===== config.mk =====
export PLATFORM = sky130hd
export DESIGN_NAME = alu_display_ctrl_flat
export DESIGN_NICKNAME = d
export VERILOG_FILES = /design/src/rtl/alu_display_ctrl_if.sv /design/src/rtl/alu_display_ctrl.sv /design/src/flat_wrapper.sv
export SDC_FILE = /design/constraint.sdc
export NUM_CORES = 1
export LEC_CHECK = 0
export CORE_MARGIN = 1.5
export CORE_UTILIZATION = 44
export CTS_CLUSTER_SIZE = 40
export DETAILED_ROUTE_END_ITERATION = 8
export SLEW_MARGIN = 20
export SYNTH_ARGS = -nofsm -noshare
export SYNTH_HDL_FRONTEND = slang
export SYNTH_SLANG_ARGS = --single-unit

===== constraint.sdc =====
create_clock -name clock_100Mhz -period 13.7 [get_ports clock_100Mhz]
set_input_delay 4.11 -clock clock_100Mhz [delete_from_list [all_inputs] [get_ports clock_100Mhz]]
set_output_delay 4.11 -clock clock_100Mhz [all_outputs]
set_load 0.05 [all_outputs]

===== src/rtl/alu_display_ctrl_if.sv =====
// Bundles the switch inputs and result/display outputs of alu_display_ctrl.
//   X, Y       : operands (WIDTH bits)
//   M          : opcode
//   Control    : capture strobe, asynchronous to the clock
//   Disp_sel   : 0 = show Result, 1 = show captured {X,Y}
//   Result     : registered ALU result (2*WIDTH bits)
//   Carry/Zero/Err/Valid : result flags, Valid is a one-cycle update pulse
//   Anode_Activate : active-low one-cold digit enables
//   LED_out    : active-low segments, bit6 = a .. bit0 = g
interface alu_display_ctrl_if #(
  parameter int WIDTH  = 8,
  parameter int DIGITS = 8
);
  logic [WIDTH-1:0]   X;
  logic [WIDTH-1:0]   Y;
  logic [3:0]         M;
  logic               Control;
  logic               Disp_sel;
  logic [2*WIDTH-1:0] Result;
  logic               Carry;
  logic               Zero;
  logic               Err;
  logic               Valid;
  logic [DIGITS-1:0]  Anode_Activate;
  logic [6:0]         LED_out;

  modport master (
    output X, Y, M, Control, Disp_sel,
    input  Result, Carry, Zero, Err, Valid, Anode_Activate, LED_out
  );

  modport slave (
    input  X, Y, M, Control, Disp_sel,
    output Result, Carry, Zero, Err, Valid, Anode_Activate, LED_out
  );
endinterface


===== src/rtl/alu_display_ctrl.sv =====
// Parametrised ALU with registered result and a time-multiplexed hex
// 7-segment driver for a common-anode display.
//   clock_100Mhz : single clock, rising edge
//   reset        : synchronous, active-low
//   bus          : alu_display_ctrl_if slave (operands, opcode, strobe,
//                  display select in; result, flags, anodes, segments out)
// A rising edge of the synchronised Control strobe latches X/Y/M; the
// result and flags appear one cycle later together with a Valid pulse.
module alu_display_ctrl #(
  parameter int WIDTH       = 8,
  parameter int DIGITS      = 8,
  parameter int REFRESH_DIV = 100000
) (
  input  logic               clock_100Mhz,
  input  logic               reset,
  alu_display_ctrl_if.slave  bus
);

  localparam int RW      = 2 * WIDTH;
  localparam int SH_W    = (WIDTH > 1) ? $clog2(WIDTH) : 1;
  localparam int IDX_W   = $clog2(DIGITS);
  localparam int CNT_W   = $clog2(REFRESH_DIV);
  localparam int NIBBLES = RW / 4;

  function automatic logic [6:0] hex_font(input logic [3:0] n);
    logic [6:0] seg;
    case (n)
      4'h0: seg = 7'b0000001;
      4'h1: seg = 7'b1001111;
      4'h2: seg = 7'b0010010;
      4'h3: seg = 7'b0000110;
      4'h4: seg = 7'b1001100;
      4'h5: seg = 7'b0100100;
      4'h6: seg = 7'b0100000;
      4'h7: seg = 7'b0001111;
      4'h8: seg = 7'b0000000;
      4'h9: seg = 7'b0000100;
      4'hA: seg = 7'b0001000;
      4'hB: seg = 7'b1100000;
      4'hC: seg = 7'b0110001;
      4'hD: seg = 7'b1000010;
      4'hE: seg = 7'b0110000;
      default: seg = 7'b0111000;
    endcase
    return seg;
  endfunction

  // Stage p0..p2: two-flop synchroniser plus one history flop for edge detect
  logic sync_p0, sync_p1, sync_p2;
  logic cap_p1;

  always_ff @(posedge clock_100Mhz) begin
    if (!reset) begin
      sync_p0 <= 1'b0;
      sync_p1 <= 1'b0;
      sync_p2 <= 1'b0;
    end else begin
      sync_p0 <= bus.Control;
      sync_p1 <= sync_p0;
      sync_p2 <= sync_p1;
    end
  end

  assign cap_p1 = sync_p1 & ~sync_p2;

  // Stage p2: operand capture
  logic [WIDTH-1:0] a_p2, b_p2;
  logic [3:0]       op_p2;
  logic             vld_p2;

  always_ff @(posedge clock_100Mhz) begin
    if (!reset) begin
      a_p2   <= '0;
      b_p2   <= '0;
      op_p2  <= '0;
      vld_p2 <= 1'b0;
    end else begin
      vld_p2 <= cap_p1;
      if (cap_p1) begin
        a_p2  <= bus.X;
        b_p2  <= bus.Y;
        op_p2 <= bus.M;
      end
    end
  end

  // ALU on the latched operands; intermediates are WIDTH wide so that
  // SUB/NOT/SHL wrap at 2^WIDTH before zero-extension to RW.
  logic [RW-1:0]    alu_res;
  logic             alu_carry, alu_err;
  logic [WIDTH:0]   sum;
  logic [WIDTH-1:0] narrow;
  logic [SH_W-1:0]  shamt;

  always_comb begin
    sum       = {1'b0, a_p2} + {1'b0, b_p2};
    shamt     = b_p2[SH_W-1:0];
    narrow    = '0;
    alu_res   = '0;
    alu_carry = 1'b0;
    alu_err   = 1'b0;
    case (op_p2)
      4'd0: begin
        alu_res   = RW'(sum);
        alu_carry = sum[WIDTH];
      end
      4'd1: begin
        narrow    = a_p2 - b_p2;
        alu_res   = RW'(narrow);
        alu_carry = (a_p2 < b_p2);
      end
      4'd2: alu_res = RW'(a_p2) * RW'(b_p2);
      4'd3: begin narrow = a_p2 & b_p2;      alu_res = RW'(narrow); end
      4'd4: begin narrow = a_p2 | b_p2;      alu_res = RW'(narrow); end
      4'd5: begin narrow = a_p2 ^ b_p2;      alu_res = RW'(narrow); end
      4'd6: begin narrow = ~a_p2;            alu_res = RW'(narrow); end
      4'd7: begin narrow = a_p2 << shamt;    alu_res = RW'(narrow); end
      4'd8: begin narrow = a_p2 >> shamt;    alu_res = RW'(narrow); end
      4'd9: alu_res = RW'({a_p2 < b_p2, a_p2 == b_p2, a_p2 > b_p2});
      default: alu_err = 1'b1;
    endcase
  end

  // Stage p3: registered result and flags
  logic [RW-1:0] res_p3;
  logic          carry_p3, zero_p3, err_p3, vld_p3;

  always_ff @(posedge clock_100Mhz) begin
    if (!reset) begin
      res_p3   <= '0;
      carry_p3 <= 1'b0;
      zero_p3  <= 1'b0;
      err_p3   <= 1'b0;
      vld_p3   <= 1'b0;
    end else begin
      vld_p3 <= vld_p2;
      if (vld_p2) begin
        res_p3   <= alu_res;
        carry_p3 <= alu_carry;
        zero_p3  <= (alu_res == '0);
        err_p3   <= alu_err;
      end
    end
  end

  assign bus.Result = res_p3;
  assign bus.Carry  = carry_p3;
  assign bus.Zero   = zero_p3;
  assign bus.Err    = err_p3;
  assign bus.Valid  = vld_p3;

  // Scan timing: prescaler wrap advances the digit index
  logic [CNT_W-1:0] pre_cnt;
  logic [IDX_W-1:0] idx;
  logic             wrap;

  assign wrap = (pre_cnt == CNT_W'(REFRESH_DIV - 1));

  always_ff @(posedge clock_100Mhz) begin
    if (!reset) begin
      pre_cnt <= '0;
      idx     <= '0;
    end else if (wrap) begin
      pre_cnt <= '0;
      idx     <= (idx == IDX_W'(DIGITS - 1)) ? '0 : idx + IDX_W'(1);
    end else begin
      pre_cnt <= pre_cnt + CNT_W'(1);
    end
  end

  // Digit selection; anodes and segments are registered together so the
  // enable and its pattern always change on the same edge.
  logic [RW-1:0]         src;
  logic [DIGITS*4-1:0]   src_ext;
  logic [3:0]            nib;
  logic [6:0]            seg_nxt;
  logic [DIGITS-1:0]     an_nxt;
  logic [6:0]            seg_p1;
  logic [DIGITS-1:0]     an_p1;

  always_comb begin
    src     = bus.Disp_sel ? {a_p2, b_p2} : res_p3;
    src_ext = (DIGITS*4)'(src);
    nib     = src_ext[idx*4 +: 4];
    seg_nxt = (int'(idx) < NIBBLES) ? hex_font(nib) : 7'h7F;
    an_nxt  = ~(DIGITS'(1) << idx);
  end

  always_ff @(posedge clock_100Mhz) begin
    if (!reset) begin
      an_p1  <= '1;
      seg_p1 <= 7'h7F;
    end else begin
      an_p1  <= an_nxt;
      seg_p1 <= seg_nxt;
    end
  end

  assign bus.Anode_Activate = an_p1;
  assign bus.LED_out        = seg_p1;

endmodule


===== src/flat_wrapper.sv =====
// flat-port wrapper written by rule: the top's interface ports become plain ports
module alu_display_ctrl_flat 
#(
  parameter int WIDTH       = 8,
  parameter int DIGITS      = 8,
  parameter int REFRESH_DIV = 100000
)
  (clock_100Mhz, reset, bus_X, bus_Y, bus_M, bus_Control, bus_Disp_sel, bus_Result, bus_Carry, bus_Zero, bus_Err, bus_Valid, bus_Anode_Activate, bus_LED_out);
  alu_display_ctrl_if #(.WIDTH(WIDTH), .DIGITS(DIGITS)) bus_i ();
  input  logic clock_100Mhz;
  input  logic reset;
  input wire logic [$bits(bus_i.X)-1:0] bus_X;
  input wire logic [$bits(bus_i.Y)-1:0] bus_Y;
  input wire logic [$bits(bus_i.M)-1:0] bus_M;
  input wire logic [$bits(bus_i.Control)-1:0] bus_Control;
  input wire logic [$bits(bus_i.Disp_sel)-1:0] bus_Disp_sel;
  output wire logic [$bits(bus_i.Result)-1:0] bus_Result;
  output wire logic [$bits(bus_i.Carry)-1:0] bus_Carry;
  output wire logic [$bits(bus_i.Zero)-1:0] bus_Zero;
  output wire logic [$bits(bus_i.Err)-1:0] bus_Err;
  output wire logic [$bits(bus_i.Valid)-1:0] bus_Valid;
  output wire logic [$bits(bus_i.Anode_Activate)-1:0] bus_Anode_Activate;
  output wire logic [$bits(bus_i.LED_out)-1:0] bus_LED_out;
  assign bus_i.X = bus_X;
  assign bus_i.Y = bus_Y;
  assign bus_i.M = bus_M;
  assign bus_i.Control = bus_Control;
  assign bus_i.Disp_sel = bus_Disp_sel;
  assign bus_Result = bus_i.Result;
  assign bus_Carry = bus_i.Carry;
  assign bus_Zero = bus_i.Zero;
  assign bus_Err = bus_i.Err;
  assign bus_Valid = bus_i.Valid;
  assign bus_Anode_Activate = bus_i.Anode_Activate;
  assign bus_LED_out = bus_i.LED_out;
  alu_display_ctrl #(.WIDTH(WIDTH), .DIGITS(DIGITS), .REFRESH_DIV(REFRESH_DIV)) u_core (.clock_100Mhz(clock_100Mhz), .reset(reset), .bus(bus_i));
endmodule

* Yosys cells after proc, flatten, opt, wreduce, memory -nomap -nowiden
Memory sizes are Yosys's and may differ from the RTL's. A register that Yosys moved wholly into a read port is not among the register bits. Index checks and enable logic that the tools add are counted.
Cells by class: $add $sub $neg 4, $mul 1, bitwise logic cells 8, order comparisons 3, shifts and indexed selects 4, eq/ne operators 12, reduce and logical (&&, ||, !) cells 6, mux-type cells 5
Operators by type and width (count):
- one-hot mux 16 bit (10 select lines) | 1
- indexed part select 32 x 6 -> 4 bit | 1
- adder 17 x 1 -> 17 bit, second input constant | 1
- == test 17 bit, second input constant | 1
- == test 4 x 3 -> 1 bit, second input constant | 4
- zero test 16 bit | 1
- multiplier 8 x 8 -> 16 bit | 1
- two-way mux 16 bit | 1
- NOT 8 bit | 2
- OR reduction 10 bit | 1
- adder 8 x 8 -> 9 bit | 1
- bitwise AND 8 bit | 1
- == test 4 x 2 -> 1 bit, second input constant | 2
- == test 4 bit, second input constant | 2
- == test 8 bit | 1
- > comparator 8 bit | 1
- < comparator 8 bit | 1
- bitwise OR 8 bit | 1
- << shifter 1 x 3 -> 8 bit, first input constant | 1
- << shifter 8 x 3 -> 8 bit | 1
- >> shifter 8 x 3 -> 8 bit | 1
- subtractor 8 bit | 1
- bitwise XOR 8 bit | 1
- == test 4 x 1 -> 1 bit, second input constant | 1
- other kinds (12) | 13
Word-level totals: output and inout bits 35, logic and storage cells 59, ROM bits 112, input bits 24, memories kept 1, register bits 72
Memories:
- (name not given) | depth 16, bits a word 7, read ports 1, clocked after Yosys merged registers in 1, wr ports 0, line alu_display_ctrl.sv:27 | case (n)

* Depth between registers and ports, before layout
Gate-level depths: netlist of the first run.
depth in word-level cells 3, mapped depth 19, mapped depth without buffers 19

* Worst setup path after synthesis of the first run
OpenSTA, ideal clock, no wires.
kind input port to flip-flop, start point input port bus_Disp_sel, end point register u_core.seg_p1[3], in the netlist u_core.bus.LED_out[3], cell stages on the path 9, arrival time 5852 ps, buffers on the path 1, required time 13564 ps, setup time 136 ps, slack 7712 ps, cell sequence clkbuf_1 -> mux4_2 -> nand2_1 -> a21oi_1 -> inv_1 -> ha_1 -> nor2_1 -> a2111oi_0 -> o21ai_0
Between the ends: cells in the longest elaborated chain, start to end 2
RTL lines:
- start: declaration | line flat_wrapper.sv:16 | input wire logic [$bits(bus_i.Disp_sel)-1:0] bus_Disp_sel;
- two-way mux 16 bit | line alu_display_ctrl.sv:182 | src = bus.Disp_sel ? {a_p2, b_p2} : res_p3;
- indexed part select 32 x 6 -> 4 bit | line alu_display_ctrl.sv:184 | nib = src_ext[idx*4 +: 4];
- end: declaration | line alu_display_ctrl.sv:178 | logic [6:0] seg_p1;
No other way between the ends. A chain may end at the register's enable or synchronous reset.

* Worst setup path in the final report of the first run
Same ends and word-level chain as after synthesis.

==> results of run 1 <==
power breakdown:
group          internal [W]  switching, W
Clock              0.000130     0.0000997
Combinational     0.0000377     0.0000601
Sequential         0.000235    0.00000827
cells in the final DEF (no fill, tap or decap), types with 13 or more instances in the layout:
master and count:
a21boi_0 24, a21oi_1 32, clkdlybuf4s50_1 58, dfxtp_1 79, fa_1 38, ha_1 74, inv_1 81, mux2i_1 18
mux4_2 17, nand2_1 104, nand2b_1 13, nand3_1 18, nor2_1 92, nor2b_1 18, nor3_1 16, o21ai_0 29
xor2_1 15
layout make-up:
| cell class | count | area, um^2 |
|---|---|---|
| Clock buffer | 10 | 239 |
| Clock inverter | 6 | 51.3 |
| Fill cell | 1579 | 7690 |
| Inverter | 90 | 338 |
| Multi-Input combinational cell | 655 | 5170 |
| Sequential cell | 79 | 1580 |
| Tap cell | 216 | 270 |
| Timing Repair Buffer | 69 | 663 |
logic make-up (layout without fill, tap and decap cells):
kind of cell | after synthesis | count (layout) | share of synthesized area (%)
AOI/OAI and AO/OA | 170 | 170 | 16.7
buffers and inverters | 135 | 175 | 7.37
DFF | 79 | 79 | 21.8
adders and majority gates | 112 | 112 | 23.2
muxes | 36 | 36 | 7.90
xor gates and xnor gates | 26 | 26 | 3.13
and+or+nand+nor | 311 | 311 | 19.9
metrics by stage:
step,total power [W],setup slack [ps],instances
after global placement,0.000344,7150,1109
after global routing,0.000594,7090,1125
after CTS,0.000576,7300,1125
final,0.000571,7210,1125
after detailed placement,0.000345,6940,1109
after floorplan,0.000309,7710,869
flip-flops by register name, indices dropped and copies added (netlist names):
| register | flops |
|---|---|
| u_core.bus.Zero | 1 |
| u_core.sync_p2 | 1 |
| u_core.a_p2 | 8 |
| u_core.bus.Valid | 1 |
| u_core.sync_p1 | 1 |
| u_core.idx | 3 |
| u_core.bus.LED_out | 7 |
| u_core.bus.Result | 16 |
| u_core.sync_p0 | 1 |
| u_core.bus.Err | 1 |
| u_core.bus.Anode_Activate | 8 |
| u_core.vld_p2 | 1 |
| u_core.op_p2 | 4 |
| u_core.pre_cnt | 17 |
| u_core.b_p2 | 8 |
| u_core.bus.Carry | 1 |
routing by layer:
layer	share of wire [%]	track usage, %
met5	0	0
met4	2.9	9.81
met3	6.7	3.97
met2	46	43.8
met1	44	36.0
worst max-delay path by stage:
stage                 startpoint                               end  cells after the start
finish              bus_Disp_sel  u_core.bus.LED_out[3]$_SDFF_PN1_                      9
detailed placement  bus_Disp_sel  u_core.bus.LED_out[3]$_SDFF_PN1_                      9
CTS                 bus_Disp_sel  u_core.bus.LED_out[3]$_SDFF_PN1_                      9
global placement    bus_Disp_sel  u_core.bus.LED_out[3]$_SDFF_PN1_                      9
floorplan           bus_Disp_sel  u_core.bus.LED_out[3]$_SDFF_PN1_                      9
global route        bus_Disp_sel  u_core.bus.LED_out[3]$_SDFF_PN1_                      9
==> flow_summary.yaml, run 1 <==
run_status:
  status: "finished clean"
hold_path:
  hp-start: "u_core.sync_p2$_SDFF_PN0_"
  min_path_cells: 1
  hp-class: "register to register"
  holdPathEnd: "u_core.vld_p2$_SDFF_PN0_"
synthesis:
  synth-seq-cells: 79
  ys.flop_type: "dfxtp_1"
  synth.area.top_cells: "dfxtp_1 22%, ha_1 13%, fa_1 10%"
  yosys_warnings: 0
  synth_most_common_cell: "nand2_1"
  synth_top_area_share_pct: 21.8
  synth_edf_count: 0
  syn_avg_cell_area_um2: 8.36
  ys_types: 72
  synth_cells: 869
  netlist_area_um2: 7270
  synth_nets: 1005
  synth_commonest_cells: "104 x nand2_1, 92 x nor2_1, 81 x inv_1"
  async_flop_share_pct: 0
  yosys.area.top_type: "dfxtp_1"
  yosysSeqAreaShare_pct: 21.8
clock_tree:
  htree_levels: 3
  cts_setup_buffers: 0
  cts_tree: "built"
  cts_buffer_depth: 2
  cts_root_buffer: "clkbuf_16"
  cts_resized: 0
  cts.sinks: 79
  cts_inserted_buffers: 9
  cts_hold_buf: 0
  path_clk_slew_ps: 60
  clk-insertion-delay-late_ps: 340
setup_path:
  critPathTopFamily: "compound AO/OA/AOI/OAI gates"
  crit_required_ps: 13890
  critPathKind: "input port to register"
  rrSetupSlack_ps: 7800
  critical_path_peak_fanout: 8
  reg2reg_to: "u_core.bus.Zero$_SDFFE_PN0P_"
  cpPeakStageDelay_ps: 690
  worst_r2r_path_depth: 17
  reg2reg_from: "u_core.a_p2[3]$_SDFFE_PN0P_"
  path_cells: "clkdlybuf4s50_1 > mux4_2 > nand2_1 > a21oi_1 > inv_1 > ha_1 > nor2_1 > a2111oi_0 > o21ai_0"
  arrival_ps: 6680
  critical_path_buf_inv_count: 2
  cp_slowest_cell: "clkdlybuf4s50_1"
  worst_setup_path_start_kind: "input port"
  end_kind: "register"
job:
  max_cap_violations: 0
timing:
  rsz0062_at_grt: "no"
  min_period_ps: 6490
  setup-violations-final: 0
  hold_ws_ps: 431
  finalHoldViolCount: 0
  slew-limit-headroom_pct: 41.5
  tns_ps: 0
  period_share_pct: 47.4
  max_freq_mhz: 154
  worst_pin_slew_ps: 877
  drv_slew: 0
  clock-skew-final_ps: 9.64
finish:
  diodes: 0
  final_area_um2: 8310
  drive_gt1_share_pct: 6.38
  final_util_pct: 51.9
  nets: 1040
  syn_to_final_growth_pct: 14.3
place:
  place_area_um2: 8020
  dp_hpwl_um: 17500
  port_buffers: 58
  gp_congestion: 0.888
drt:
  drc: 0
  first_pass_iters: 5
  ant_nets: 0
  routed_via_density: 5.77
  totalWireLength_um: 22800
  dr.first_iter.drc_count: 465
  wl_per_cell_um: 20.2
  num_vias: 6496
power_and_ir_drop:
  p_leak_nw: 3.49
  vdd_ir_drop_max_mv: 0.0728
  powerDensity_nw_per_um2: 68.7
floorplanning:
  initial_utilization_pct: 45.4
  core_area_um2: 16000
  rows: 46
  die_w_um: 132
  fp.dieH_um: 132
  top_level_ports: 59
  dieArea_um2: 17300
global_route:
  grt_pass1_wl_um: 36600
  grt_start_max_net_pins: 57
  overflow: 0
  antenna_found_initial: 0
  grt_pass1_vias: 6632
  track_usage_pct: 26.8
(Power assumes the default switching activity.)
==> run 2: changes to the inputs <==
PLACE_DENSITY = 0.66   (was not set)
clock period = 5.5 ns   (was 13.7 ns; I/O delays follow)
==> run 2 against run 1 <==
Net effect: clock-buffer cell count unchanged; highest routed layer unchanged; worst setup slack worse by 6900 ps; first-iteration DRC count is 42% higher; hold slack better by 1.6 ps; sequential power rose by 150%; critical path type is now register to register.
==> flow_summary.yaml, run 2 (same netlist as run 1, synthesis figures left out) <==
run_status:
  status: "finished clean"
timing:
  clock-skew-final_ps: 7.58
  tns_ps: 0
  drv_slew: 0
  rsz0062_at_grt: "no"
  finalHoldViolCount: 0
  max_freq_mhz: 191
  worst_pin_slew_ps: 960
  period_share_pct: 95.1
  hold_ws_ps: 432
  setup_ws_ps: 270
  min_period_ps: 5230
  setup-violations-final: 0
  slew-limit-headroom_pct: 36.0
finish:
  fin_cells: 1143
  largest_reg_flops: 17
  layout_commonest_cell: "nand2_1"
  diodes: 0
  fill_cells: 1593
  seq_area_um2: 1580
  drive_gt1_share_pct: 8.31
  syn_to_final_growth_pct: 16.7
  nets: 1058
  top_register: "u_core.pre_cnt"
  most-common-layout-cells: "104 x nand2_1, 92 x nor2_1, 81 x inv_1, 79 x dfxtp_1, 74 x ha_1"
  multi_input_area_um2: 5170
clock_tree:
  cts_tree: "built"
  htree_levels: 3
  cts_resized: 0
  cts_buffer_depth: 2
  cts_inserted_buffers: 9
  clk-insertion-delay-late_ps: 340
  path_clk_slew_ps: 60
  cts.sinks: 79
  cts_root_buffer: "clkbuf_16"
  cts_setup_buffers: 0
  cts_hold_buf: 0
power_and_ir_drop:
  seqPwrFrac_pct: 39.9
  switching_share_pct: 27.9
  p_sw_w: 0.000420
  powerDensity_nw_per_um2: 178
  p_leak_nw: 3.60
  power.share.clock_pct: 43.2
  vdd_ir_drop_max_mv: 0.197
  internal_power_w: 0.00109
  power_frac_comb_pct: 16.8
place:
  port_buffers: 58
  gp_congestion: 0.928
  dp_hpwl_um: 17200
  pre_cts_ws_ps: 194
  dp_cells: 1127
hold_path:
  min_path_cells: 1
  hp-start: "u_core.sync_p2$_SDFF_PN0_"
  hp-class: "register to register"
  holdPathEnd: "u_core.vld_p2$_SDFF_PN0_"
setup_path:
  reg2reg_from: "u_core.a_p2[4]$_SDFFE_PN0P_"
  reg2reg_to: "u_core.bus.Zero$_SDFFE_PN0P_"
  critical_path_peak_fanout: 8
  cp.depth: 15
  rrSetupSlack_ps: 270
  crit_required_ps: 5750
  cpPeakStageDelay_ps: 550
  critPathKind: "register to register"
  arrival_ps: 5480
  worst_r2r_path_depth: 15
  critical_path_buf_inv_count: 2
  cp_slowest_cell: "fa_1"
  end_kind: "register"
  worst_setup_path_start_kind: "register"
  crit_top_cell: "fa_1"
  critPathTopFamily: "adder cells"
  path_cells: "ha_1 > fa_1 > fa_1 > fa_1 > inv_1 > fa_1 > inv_1 > ha_1 > nor3_1 > a211oi_2 > or3_1 > a21oi_2 > xnor2_1 > a2111o_1 > o31ai_2"
drt:
  num_vias: 6509
  ant_nets: 0
  first_pass_iters: 5
  totalWireLength_um: 21900
  dr.first_iter.drc_count: 658
  routed_via_density: 5.69
  drc: 0
  wl_per_cell_um: 19.2
global_route:
  grt_pass1_vias: 6389
  grt_start_max_net_pins: 34
  grt_pass1_wl_um: 35000
  track_usage_pct: 25.6
  antenna_found_initial: 0
  overflow: 0
floorplanning:
  core_area_um2: 16000
  fp.dieH_um: 132
  top_level_ports: 59
  rows: 46
  initial_utilization_pct: 45.4
  dieArea_um2: 17300
  die_w_um: 132
job:
  max_cap_violations: 0
## run 2: worst reg2reg max path: stages (launching register included)
cell and delay, ps:
dfxtp_1 470, ha_1 540, fa_1 500, fa_1 480, fa_1 550, inv_1 60, fa_1 530, inv_1 40
ha_1 340, nor3_1 300, a211oi_2 90, or3_1 340, a21oi_2 160, xnor2_1 100, a2111o_1 420, o31ai_2 230
## run 2: metal layers
metal / up-vias / routed length, um / track usage, %
li1: 3091 / - / -
met4: 0 / 517 / 6.98
met1: 3079 / 9720 / 35.5
met5: - / 0 / 0
met2: 295 / 9840 / 39.5
met3: 44 / 1840 / 6.56
## run 2: metrics by stage
| stage | cell area [um^2] | power [W] | utilization, % |
|---|---|---|---|
| 3_5_place_dp | 8150 | 0.000862 | 50.9 |
| 6_report | 8480 | 0.00151 | 53.0 |
| 3_3_place_gp | 8150 | 0.000863 | 50.9 |
| 4_1_cts | 8470 | 0.00151 | 52.9 |
| 2_1_floorplan | 7270 | 0.000770 | - |
| 5_1_grt | 8480 | 0.00156 | 53.0 |
## run 2: worst max-delay path by stage
stage / start / endpoint / slack [ps]
3_3_place_gp: u_core.b_p2[6]$_SDFFE_PN0P_ / u_core.bus.Zero$_SDFFE_PN0P_ / 370
5_1_grt: u_core.a_p2[4]$_SDFFE_PN0P_ / u_core.bus.Zero$_SDFFE_PN0P_ / 60
3_5_place_dp: u_core.b_p2[5]$_SDFFE_PN0P_ / u_core.bus.Zero$_SDFFE_PN0P_ / 190
4_1_cts: u_core.b_p2[5]$_SDFFE_PN0P_ / u_core.bus.Zero$_SDFFE_PN0P_ / 150
6_report: u_core.a_p2[4]$_SDFFE_PN0P_ / u_core.bus.Zero$_SDFFE_PN0P_ / 270
2_1_floorplan: u_core.a_p2[3]$_SDFFE_PN0P_ / u_core.bus.Zero$_SDFFE_PN0P_ / 420
## run 2: final cells by class
| type | count | share of cell area, % |
|---|---|---|
| Clock buffer | 10 | 2.70 |
| Clock inverter | 6 | 1.09 |
| Timing Repair Buffer | 87 | 9.41 |
| Sequential cell | 79 | 18.7 |
| Tap cell | 216 | 3.19 |
| Inverter | 90 | 3.98 |
| Multi-Input combinational cell | 655 | 61.0 |
## run 2: power groups by stage
| stage | combinational (W) | sequential, W | clock, W |
|---|---|---|---|
| 2_1_floorplan | 0.000139 | 0.000631 | 0 |
| 3_3_place_gp | 0.000249 | 0.000614 | 0 |
| 3_5_place_dp | 0.000248 | 0.000614 | 0 |
| 4_1_cts | 0.000248 | 0.000602 | 0.000658 |
| 5_1_grt | 0.000275 | 0.000603 | 0.000684 |
| 6_report | 0.000254 | 0.000602 | 0.000652 |
